## src/rtl/memoria_instrucao_carregavel.sv

```systemverilog
// Programmable instruction memory for the 16-bit MIPS datapath.
// Streaming load port with auto-increment pointer; registered byte-addressed fetch.
module memoria_instrucao_carregavel #(
  parameter int DATA_WIDTH = 16,
  parameter int ADDR_WIDTH = 16,
  parameter int DEPTH      = 64
) (
  input  logic                    clock,
  input  logic                    reset,
  input  logic [ADDR_WIDTH-1:0]   pc,
  input  logic                    fetch_req,
  output logic [DATA_WIDTH-1:0]   instrucao,
  output logic                    instr_valid,
  output logic                    desalinhado,
  input  logic                    carga_inicio,
  input  logic [DATA_WIDTH-1:0]   carga_dado,
  input  logic                    carga_valido,
  input  logic                    carga_fim,
  output logic                    carga_ocupado,
  output logic [$clog2(DEPTH):0]  carga_contagem,
  output logic                    carga_erro
);

  localparam int IW = $clog2(DEPTH);
  localparam int CW = IW + 1;
  localparam logic [CW-1:0] CHEIO = CW'(DEPTH);
  localparam logic [ADDR_WIDTH:0] LIMITE = (ADDR_WIDTH+1)'(2 * DEPTH);

  typedef enum logic {EXEC, LOAD} estado_t;

  estado_t               estado, estado_prox;
  logic [DATA_WIDTH-1:0] mem [DEPTH];
  logic [DEPTH-1:0]      mapa;
  logic [CW-1:0]         ponteiro;
  logic [IW-1:0]         idx;
  logic                  em_faixa;
  logic                  escreve;
  logic                  estoura;
  logic                  busca;

  assign idx      = pc[IW:1];
  assign em_faixa = {1'b0, pc} < LIMITE;

  // carga_inicio wins over every other request in the same cycle
  always_comb begin
    estado_prox = estado;
    escreve     = 1'b0;
    estoura     = 1'b0;
    busca       = 1'b0;
    priority case (1'b1)
      carga_inicio: estado_prox = LOAD;
      estado == LOAD: begin
        escreve = carga_valido && (ponteiro != CHEIO);
        estoura = carga_valido && (ponteiro == CHEIO);
        if (carga_fim) estado_prox = EXEC;
      end
      default: busca = fetch_req;
    endcase
  end

  always_ff @(posedge clock or posedge reset) begin
    if (reset) begin
      estado     <= EXEC;
      mapa       <= '0;
      ponteiro   <= '0;
      carga_erro <= 1'b0;
    end else begin
      estado <= estado_prox;
      if (carga_inicio) begin
        mapa       <= '0;
        ponteiro   <= '0;
        carga_erro <= 1'b0;
      end else begin
        if (escreve) begin
          mapa[ponteiro[IW-1:0]] <= 1'b1;
          ponteiro               <= ponteiro + 1'b1;
        end
        if (estoura) carga_erro <= 1'b1;
      end
    end
  end

  // array itself is not reset; the bitmap gates every read
  always_ff @(posedge clock) begin
    if (escreve) mem[ponteiro[IW-1:0]] <= carga_dado;
  end

  always_ff @(posedge clock or posedge reset) begin
    if (reset) begin
      instrucao   <= '0;
      instr_valid <= 1'b0;
      desalinhado <= 1'b0;
    end else begin
      instr_valid <= busca;
      if (busca) begin
        instrucao   <= (em_faixa && mapa[idx]) ? mem[idx] : '0;
        desalinhado <= pc[0];
      end
    end
  end

  assign carga_ocupado  = (estado == LOAD);
  assign carga_contagem = ponteiro;

endmodule

```

## config.mk

```make
export PLATFORM = sky130hd
export DESIGN_NAME = memoria_instrucao_carregavel
export DESIGN_NICKNAME = d
export VERILOG_FILES = /design/src/rtl/memoria_instrucao_carregavel.sv
export SDC_FILE = /design/constraint.sdc
export NUM_CORES = 1
export LEC_CHECK = 0
export CAP_MARGIN = 10
export CORE_UTILIZATION = 61
export CTS_CLUSTER_SIZE = 8
export DETAILED_ROUTE_END_ITERATION = 10
export PLACE_DENSITY = 0.84
export SYNTH_ARGS = -nofsm -noshare
export SYNTH_HDL_FRONTEND = slang
export SYNTH_SLANG_ARGS = --single-unit
```

## constraint.sdc

```tcl
create_clock -name clock -period 3.2 [get_ports clock]
set_input_delay 0.32 -clock clock [delete_from_list [all_inputs] [get_ports clock]]
set_output_delay 0.32 -clock clock [all_outputs]
set_load 0.05 [all_outputs]
```

* Word-level counts from Yosys, hierarchy flattened *
Memories as Yosys holds them, arrays and structs flattened.
Cells that the tools add are included.

storage, ports and cells
  register bits after elaboration = 91
  memory bits (writable) = 1024
  input port bits = 38
  output and inout bits = 27
  word-level logic and storage cells = 44
  memories kept = 1

cells by class
  add/subtract/negate cells = 1
  $lt $le $gt $ge = 4
  eq/ne operators = 2
  mux-type cells = 22
  bitwise logic cells = 1
  reduce and logical (&&, ||, !) cells = 6

memories
  name  words  width  rd ports  clocked after memory_dff  wr ports  line  RTL
  mem   64     16     1         0                         1         32    logic [DATA_WIDTH-1:0] mem [DEPTH];

operators with widths
  kind                                                                   number
  64-bit two-way mux                                                     2
  64-bit OR                                                              1
  16-bit by 8-bit < comparator with 1-bit output, second input constant  1
  16-bit two-way mux                                                     1
  1-bit two-way mux                                                      15
  6-bit by 7-bit < comparator with 1-bit output, second input constant   2
  7-bit two-way mux                                                      2
  7-bit by 1-bit adder with 7-bit output, second input constant          1
  7-bit == test, second input constant                                   1
  7-bit inequality test, second input constant                           1
  1-bit binary-select mux with 6-bit select                              1
  1-bit demux with 6-bit select                                          1
  6-bit by 1-bit >= comparator with 1-bit output, second input constant  1
  1-bit logical AND                                                      4
  2-bit nonzero test                                                     2

* Depth between registers and ports, before layout *
Gate-level depths: netlist of the first run.

  depth in word-level cells = 7
  gate-level depth with buffers = 11
  mapped depth without buffers = 8

* Least setup slack after synthesis of the first run *
OpenSTA, ideal clock, no wires.

  kind = flip-flop to flip-flop
  start = register ponteiro[0] (netlist: carga_contagem[0])
  end = memory mem[63][0] (enable)
  setup time = 412 ps
  arrival time = 2898 ps
  required time = 2788 ps
  slack = -110 ps
  cell stages (with the launch flop) = 8
  path buffers = 0
  clock period less this slack = 3310 ps
  path through = dfrtp_1 > inv_1 > ha_1 > nand2_1 > o311ai_4 > nor3_1 > inv_1 > nor3_1

between the ends
  cells in the longest elaborated chain, start to end = 6

ends and longest elaborated chain
  what                                     line  RTL
  start: declaration                       34    logic [CW-1:0] ponteiro;
  start signal: assignment                 76    ponteiro <= ponteiro + 1'b1;
  7-bit inequality test                    53    escreve = carga_valido && (ponteiro != CHEIO);
  1-bit logical AND                        53
  1-bit two-way mux (2 in a row)           50    priority case (1'b1)
  1-bit two-way mux                        85    if (escreve) mem[ponteiro[IW-1:0]] <= carga_dado;
  1-bit two-way mux (implied by the code)  85
  end: declaration                         32

Several ways; a longest one is shown, not always the timed one.

* Worst setup path after layout of the first run *
  start = register ponteiro[1] (netlist: carga_contagem[1])
  end = memory mem[60][15] (enable)

The elaborated chain is that of the path after synthesis.

==> results of run 1 <==
[flip-flops by register name (all words and copies together) (netlist names)]
name / cells
mem: 1024
mapa: 64
instrucao: 16
carga_contagem: 7
carga_erro: 1
carga_ocupado: 1
desalinhado: 1
instr_valid: 1
[power by group through the flow]
stage	clock network, mW	logic (mW)	registers, mW
after floorplan	0	0.829	16.3
after global placement	0	1.47	16.2
after CTS	15.4	1.56	16.0
after detailed placement	0	1.52	16.3
final	15.3	1.60	16.0
after global routing	16.0	1.64	16.0
[worst max path at each step]
stage	cells after the start	slack [ps]	end
floorplan	8	60	mem[15][0]
global placement	7	260	instrucao[0]
detailed placement	8	140	mem[61][11]
CTS	8	-0.3	mem[60][8]
global route	8	30	mem[60][8]
finish	8	90	mem[60][15]
[cell usage in the layout (no fill, tap or decap), types with 4 or more instances in the layout]
cell type / synthesis / final
sky130_fd_sc_hd__a22oi_2: 15 / 15
sky130_fd_sc_hd__nor2_1: 105 / 105
sky130_fd_sc_hd__xnor2_1: 4 / 4
sky130_fd_sc_hd__nor3_1: 23 / 20
sky130_fd_sc_hd__dfrtp_1: 91 / 91
sky130_fd_sc_hd__mux2_2: 12 / 12
sky130_fd_sc_hd__a21o_1: 53 / 53
sky130_fd_sc_hd__buf_2: 22 / 18
sky130_fd_sc_hd__o221ai_1: 8 / 8
sky130_fd_sc_hd__a22oi_1: 29 / 29
sky130_fd_sc_hd__clkbuf_1: 31 / 76
sky130_fd_sc_hd__inv_1: 23 / 20
sky130_fd_sc_hd__buf_12: 10 / 18
sky130_fd_sc_hd__inv_6: 0 / 5
sky130_fd_sc_hd__mux4_2: 223 / 223
sky130_fd_sc_hd__a221oi_2: 6 / 6
sky130_fd_sc_hd__o2111ai_1: 4 / 4
sky130_fd_sc_hd__a31oi_1: 4 / 4
sky130_fd_sc_hd__mux4_1: 5 / 5
sky130_fd_sc_hd__mux2i_1: 124 / 124
sky130_fd_sc_hd__buf_4: 24 / 149
sky130_fd_sc_hd__a21oi_1: 20 / 20
sky130_fd_sc_hd__o21ai_1: 9 / 9
sky130_fd_sc_hd__nand3_1: 18 / 18
sky130_fd_sc_hd__o21ai_0: 32 / 32
sky130_fd_sc_hd__a211oi_1: 10 / 10
sky130_fd_sc_hd__a221oi_1: 47 / 47
sky130_fd_sc_hd__clkbuf_16: 0 / 167
sky130_fd_sc_hd__o22ai_1: 8 / 8
sky130_fd_sc_hd__clkdlybuf4s50_1: 0 / 44
sky130_fd_sc_hd__edfxtp_1: 1024 / 1024
sky130_fd_sc_hd__nand2_1: 54 / 52
sky130_fd_sc_hd__nor2b_1: 9 / 8
[kinds of logic (layout without fill, tap and decap cells)]
kind of cell             Yosys count  in the layout  share of synthesized area
adder cells (fa/ha/maj)            2              2                   0.000572
buffers and inverters            142            507                     0.0223
multiplexers                     364            364                      0.149
AND/OR/NAND/NOR                  236            236                     0.0242
XOR/XNOR                           4              4                   0.000801
AO/OA/AOI/OAI                    264            264                     0.0478
other                              0              1                          0
flip-flops                      1115           1115                      0.755
[worst max-delay path: cells and delay by family (launching register included)]
family | cells | cell delay (ps)
AND/OR/NAND/NOR | 4 | 1360
adder cells (fa/ha/maj) | 1 | 220
AO/OA/AOI/OAI | 1 | 120
buffers and inverters | 2 | 500
flip-flops | 1 | 560
[cell type report]
class | count | area, µm²
Multi-Input combinational cell | 870 | 9770
Fill cell | 3709 | 19900
Clock inverter | 7 | 52.6
Sequential cell | 1115 | 33000
Antenna cell | 1 | 2.50
Clock buffer | 243 | 4460
Timing Repair Buffer | 233 | 2060
Inverter | 24 | 92.6
Tap cell | 940 | 1180
[what timing repair did]
item | CTS | global route
hold endpoints to repair | 16 | 0
setup endpoints to repair | 17 | 531
hold buffers | 2 | 0
gates resized for setup | 1 | 3
[per-layer routing]
layer  share of wire  vias to the layer above  global-route usage  routed length [µm]
met3            0.14                      442              0.0986               16700
met1            0.33                    12300               0.431               39100
li1                -                     9382                   -                   -
met5        0.000093                        -                   0                  11
met2            0.48                     2214               0.527               57100
met4           0.050                        2               0.160                5930
==> impl.org, run 1 <==
** Power
- Across the VDD grid, the largest voltage drop is 569 µV.
- Overall power consumption after layout is estimated at 32.9 mW.
- Static leakage power :: 17.6 nW
- Internal power :: 25.9 mW
- Logic pwr share :: 0.049
- Part of the power in the clock network :: 0.466
- The share of total power dissipated in sequential elements is 0.486.
- Power spread over the standard cell area amounts to 650 nW/µm².
- Switching pwr :: 6.97 mW
- Of the total power, the share spent switching nets is 0.212.

** Finish
- The finished layout holds 3,433 standard cells, fillers aside.
- The finished cells cover 50,600 µm².
- Fraction of layout instances using a drive strength above 1 :: 0.256
- The final layout contains 2,441 nets.
- Layout overhead on the synthesized area :: 15.8%
- Final standard cell utilization of the core :: 0.718

** Clock network
- Clock latency on the worst-skew pair :: 750 ps
- Clock-pin slew on the worst setup and hold paths :: 50 ps
- Clock tree synthesis selected as its root buffer the cell sky130_fd_sc_hd__clkbuf_16.
- Total number of clock tree sinks :: 1,115
- Largest buffer count on any clock path :: 3
- Buffers added to address setup during post-CTS repair amount to 0.
- TritonCTS built the clock tree.
- TritonCTS buffer count :: 157
- CTS built an H-tree with a depth of 4.

** Floorplan
- Starting density of the core :: 0.620
- Height of the die :: 270 µm
- Standard-cell rows :: 97
- Ports :: 65
- Core Footprint :: 70,500 µm²
- From left edge to right edge, the die measures 270 µm.
- Die area :: 72,800 µm²

** Worst hold path
- Hold crit path type :: input pin to flop
- Min-delay src :: carga_dado[7]
- Along the worst hold path, the cell count comes to 1.
- Hold worst-path end :: mem[18][7]

** Synthesis
- Synthesized area divided by synthesized cell count :: 20.6 µm²
- Of all flip-flops after synthesis, the portion carrying an async set or reset was 0.0816.
- The biggest area contributor in the post-synthesis netlist is sky130_fd_sc_hd__edfxtp_1.
- Area fraction of the dominant cell type after synthesis :: 0.703
- Total standard cell area after synthesis :: 43,700 µm²
- Synthesized netlist cell count :: 2,127
- Most numerous cell in the Yosys netlist :: sky130_fd_sc_hd__edfxtp_1
- FF+latch count, synth :: 1,115
- Counting every net in the synthesized netlist gives 2,167.
- For this run, the number of Yosys warnings is 0.
- After synthesis, the netlist uses 59 different library cells.
- Sequential area share after synthesis :: 0.755
- Sorting the synthesized cells by how often they occur yields sky130_fd_sc_hd__edfxtp_1, sky130_fd_sc_hd__mux4_2, sky130_fd_sc_hd__mux2i_1, sky130_fd_sc_hd__nor2_1, sky130_fd_sc_hd__dfrtp_1.
- Number of enable flip-flop cells after synthesis :: 1,024
- Among all flip-flop cells after synthesis, the most frequent one is sky130_fd_sc_hd__edfxtp_1.
- Top area cells in the synthesized netlist :: sky130_fd_sc_hd__edfxtp_1, sky130_fd_sc_hd__mux4_2, sky130_fd_sc_hd__dfrtp_1, sky130_fd_sc_hd__mux2i_1, sky130_fd_sc_hd__a221oi_1

** STA
- Final Critical Period :: 3110 ps
- Setup violations remaining at the end of the flow were counted as 0.
- Worst-case clock skew :: 30.4 ps
- For the final routed database, the setup TNS stands at 0 ps.
- The number of max-slew violations in the final report came to 0.
- Dividing the final minimum period by the clock period gives 0.973.
- Setup repair after global routing left no endpoint under its margin.
- Based on the critical path, the design can be clocked at up to 321 MHz.
- Slew @ Worst Pin :: 1060 ps
- Number of hold violations in the final report :: 0
- Final setup slack of the worst path :: 86.6 ps
- Hold is met by 112 ps.
- Headroom to the max-slew limit came out at 0.288.

** GRT
- Overall track demand over capacity in global routing :: 0.334
- Global-route wire length before repair :: 172,000 µm
- Entering global routing, the biggest net connects 79 pins.
- Antenna violations before repair :: 5
- The via count of the first global-routing pass was 25.3k.
- For this run the aggregate overflow at the end of global routing stands at 0.

** Setup path
- Of all nets on the critical path, the largest fanout is 16.
- For the worst setup path, the data arrival time is 3510 ps.
- Register-to-register setup slack :: 90 ps
- Critical path required time :: 3590 ps
- Cell-by-cell listing of the critical path :: inv_1 > ha_1 > nand2_1 > o311ai_4 > nor3_2 > nand2_1 > nor2_1 > buf_4
- Path depth of the worst reg2reg path :: 8
- Standard cell with the maximum stage delay on the critical path :: sky130_fd_sc_hd__dfrtp_1
- The worst setup path is of the flop to flop kind.
- Worst stage delay on the critical path :: 560 ps
- Critical path's most frequent cell :: sky130_fd_sc_hd__nand2_1
- R2R Path End :: mem[60][15]
- The worst register-to-register path begins at carga_contagem[1].
- Critical Path Source Type :: flop
- The most critical setup path has its startpoint at carga_contagem[1].
- The worst setup path is captured at a flop.

** Drt
- Routed WL :: 119,000 µm
- After the first detailed-routing iteration, the DRC count stood at 4,092.
- First-pass iteration count of the detailed router :: 8
- Count of antenna-violating nets left after detailed routing :: 0
- Using the TritonRoute via totals, the vias-per-cell ratio works out to 7.09.
- Total number of vias :: 24.3k
- After detailed routing, the number of remaining DRC violations is 0.
- In the final routed layout, each cell accounts on average for 34.6 µm.

** Placement
- Input/output buffers :: 64
- The congestion estimate from routability-driven global placement came to 0.958.
- Once placement finished, the instance area stood at 46,100 µm².
- In this run, placement finished with an instance count of 3,180.
- After legalization and detailed placement, the total HPWL measured 67,800 µm.
- Timing analysis after detailed placement gives a worst setup slack of 141 ps.

** Run status
- Run status :: finished, final reports clean

** Run
- MaxCap Viol Count :: 0
No activity file was read; power rests on OpenSTA's default activity.
==> run 2: changes to the inputs <==
--- a/config.mk
+++ b/config.mk
@@ -7,6 +7,7 @@
 export LEC_CHECK = 0
 export CAP_MARGIN = 10
 export CORE_UTILIZATION = 61
+export CTS_BUF_LIST = sky130_fd_sc_hd__clkbuf_8
 export CTS_CLUSTER_SIZE = 8
 export DETAILED_ROUTE_END_ITERATION = 10
 export PLACE_DENSITY = 0.84
==> run 2 against run 1 <==
  * First-iteration DRC count decreased by 15%
  * Register-to-register slack got worse by 50 ps
  * Count of clock-buffer cells in the layout decreased by 67
  * Hold slack got worse by 49 ps
  * Cell area decreased by 3.1%
  * Die area unchanged
  * Critical path type unchanged
  * Largest power group unchanged
  * Highest routed layer unchanged
==> impl.org, run 2 (synthesized netlist as in run 1, its figures left out) <==
** STA
- Worst-case headroom to the max-slew limit :: 0.134
- Slew @ Worst Pin :: 1290 ps
- Max Clock Freq :: 317 MHz
- After layout, the worst setup slack is 40.7 ps.
- The number of endpoints with negative hold slack in the final report is 0.
- The worst path in the final design needs a cycle of 3160 ps, including I/O delays and setup.
- Fraction of the cycle the final worst path needs :: 0.987
- Setup total negative slack :: 0 ps
- Setup violations remaining at the end of the flow were counted as 0.
- Worst-case clock skew :: 31.5 ps
- The number of max-slew violations in the final report is 0.

** Clock network
- Clock tree from TritonCTS :: done
- Clock-pin slew was measured on the worst setup and hold paths at 60 ps.
- At the later pin of the worst-skew pair, clock insertion delay measures 810 ps.
- The number of clock buffers added by TritonCTS is 170.
- The clock tree synthesis step divided the H-tree into 4 levels.
- Largest buffer count on any clock path :: 3
- Total number of clock tree sinks :: 1,115
- CTS placed an instance of sky130_fd_sc_hd__clkbuf_8 at the clock tree root.

** GRT
- After global routing the overflow that remains totals 0.
- Global-route wire length before repair :: 157,000 µm
- Vias in the first global route :: 23.9k
- Across every metal layer, demand over resource in global routing totals 0.302.
- The number of antenna violations at the first check in global routing was 1.
- Entering global routing, the biggest net connects 79 pins.

** Placement
- Input/output buffers :: 64
- Post-DP HPWL :: 67,800 µm
- At the end of routability-driven placement, the weighted congestion stood at 0.958.
- Prior to clock tree synthesis, the placed netlist has a worst setup slack of 141 ps.

** Worst hold path
- Min-delay src :: carga_fim
- Along the worst hold path, the cell count comes to 2.
- The worst hold path belongs to the class input pin to flop.

** Power
- In this run the static leakage power is 17.2 nW.
- For this design the ratio of total power to cell area is 567 nW/µm².
- The worst-case IR drop observed on VDD is 441 µV.

** Drt
- The count of nets left with antenna violations once routing finished came out at 0.
- Routed WL :: 108,000 µm
- After detailed routing, the number of remaining DRC violations is 0.
- The first TritonRoute pass finished after 8 iterations.
- Mean routed wirelength per cell :: 31.0 µm
- The routed layout has 23.5k vias.
- After detailed routing, the number of vias per cell comes to 6.75.
- Violation count after the first detailed-routing iteration :: 3,463

** Floorplan
- Standard-cell rows :: 97
- 65 I/O pins were placed.
- For this configuration, the core starts out at a cell density of 0.620.
- Height of the die :: 270 µm
- The floorplan step defined a core boundary enclosing 70,500 µm².
- In this run the horizontal extent of the chip is 270 µm.
- The floorplan step defined a die boundary enclosing 72,800 µm².

** Finish
- For this run, the post-layout net count is 2,457.
- Final standard cell utilization of the core :: 0.696
- In the final layout, the share of cells above drive strength 1 is 0.259.
- The library cell used most frequently in the layout, excluding fill and tap cells, is sky130_fd_sc_hd__edfxtp_1.
- Layout overhead on the synthesized area :: 12.2%
- The register with the most flip-flops in the layout has 1,024 of them.
- Most used cells in the layout excluding fill and tap cells :: sky130_fd_sc_hd__edfxtp_1, sky130_fd_sc_hd__mux4_2, sky130_fd_sc_hd__clkbuf_8

** Setup path
- In this run the worst setup path terminates at mem[61][1].
- Critical path launch point :: carga_contagem[1]
- Register-to-register setup slack :: 40 ps
- At the worst endpoint, the required time is 3650 ps.
- The number of cells on the worst reg-to-reg path is 8.
- Data arrival at the endpoint of the critical path :: 3610 ps
- Nature of the critical path endpoint :: flop
- Crit Path Class :: flop to flop
- The worst setup path is launched from a flop.
- Of all nets on the critical path, the largest fanout is 17.
- R2R Path End :: mem[61][1]
- In this run the critical register-to-register path is launched from carga_contagem[1].

** Run
- MaxCap Viol Count :: 0

** Run status
- Run status :: finished, final reports clean
==> run 2: changes by cell type in the layout (fill, tap and decap cells not counted), sizes merged <==
cell / previous run / this run
clkbuf: 243 / 176
clkinv: 2 / 16
clkinvlp: 0 / 7
diode: 1 / 2
dlygate4sd3: 2 / 5
inv: 29 / 115
==> run 2: critical path, stage by stage (launching register included) <==
cell,delay [ps]
sky130_fd_sc_hd__dfrtp_1,540
sky130_fd_sc_hd__inv_1,140
sky130_fd_sc_hd__ha_1,210
sky130_fd_sc_hd__nand2_1,120
sky130_fd_sc_hd__o311ai_4,100
sky130_fd_sc_hd__nor3_1,630
sky130_fd_sc_hd__nand2_2,440
sky130_fd_sc_hd__nor2_1,240
sky130_fd_sc_hd__buf_4,380
==> run 2: stage by stage <==
step           area (µm²)  power (mW)  std cells  hold WS, ps
6_report            49100        27.8       3477         62.7
5_1_grt             49100        28.6       3475         45.2
4_1_cts             49100        27.9       3475         4.16
3_5_place_dp        46100        17.8       3180          458
3_3_place_gp        46100        17.7       3180          450
2_1_floorplan       43700        17.1       2127          416
==> run 2: area by class of cell <==
cell class / instances / area, µm²
antenna: 2 / 5.00
clock buffer: 176 / 2420
clock inverter: 114 / 504
fill: 4013 / 21400
inverter: 24 / 92.6
multi-input combinational: 870 / 9760
sequential: 1115 / 33000
tap: 940 / 1180
timing repair buffer: 236 / 2090
==> run 2: worst min-delay path by stage <==
stage               endpoint
4_1_cts        carga_ocupado
3_3_place_gp        mapa[11]
2_1_floorplan  carga_ocupado
6_report       carga_ocupado
3_5_place_dp         mapa[9]
5_1_grt          mem[51][15]
==> run 2: power by group <==
part           leakage (nW)  total [mW]  internal (mW)  switching (mW)
logic                  4.92        1.56          0.549            1.01
clock network          1.78        10.3           5.07            5.25
registers              10.5        16.0           15.9          0.0171
total                  17.2        27.8           21.6            6.27
==> run 2: timing repair <==
action / CTS / global route
endpoints found under the setup margin: 0 / 136
hold buffers: 5 / 0
setup buffers: 0 / 0
resized for setup: 0 / 3
endpoints found under the hold margin: 84 / 0
==> run 2: routing by layer <==
metal	up-vias	track usage	routed length [µm]
met1	12000	0.406	38300
li1	9398	-	-
met2	1767	0.470	51400
met3	289	0.0818	13700
met4	2	0.132	4310
met5	-	0	9
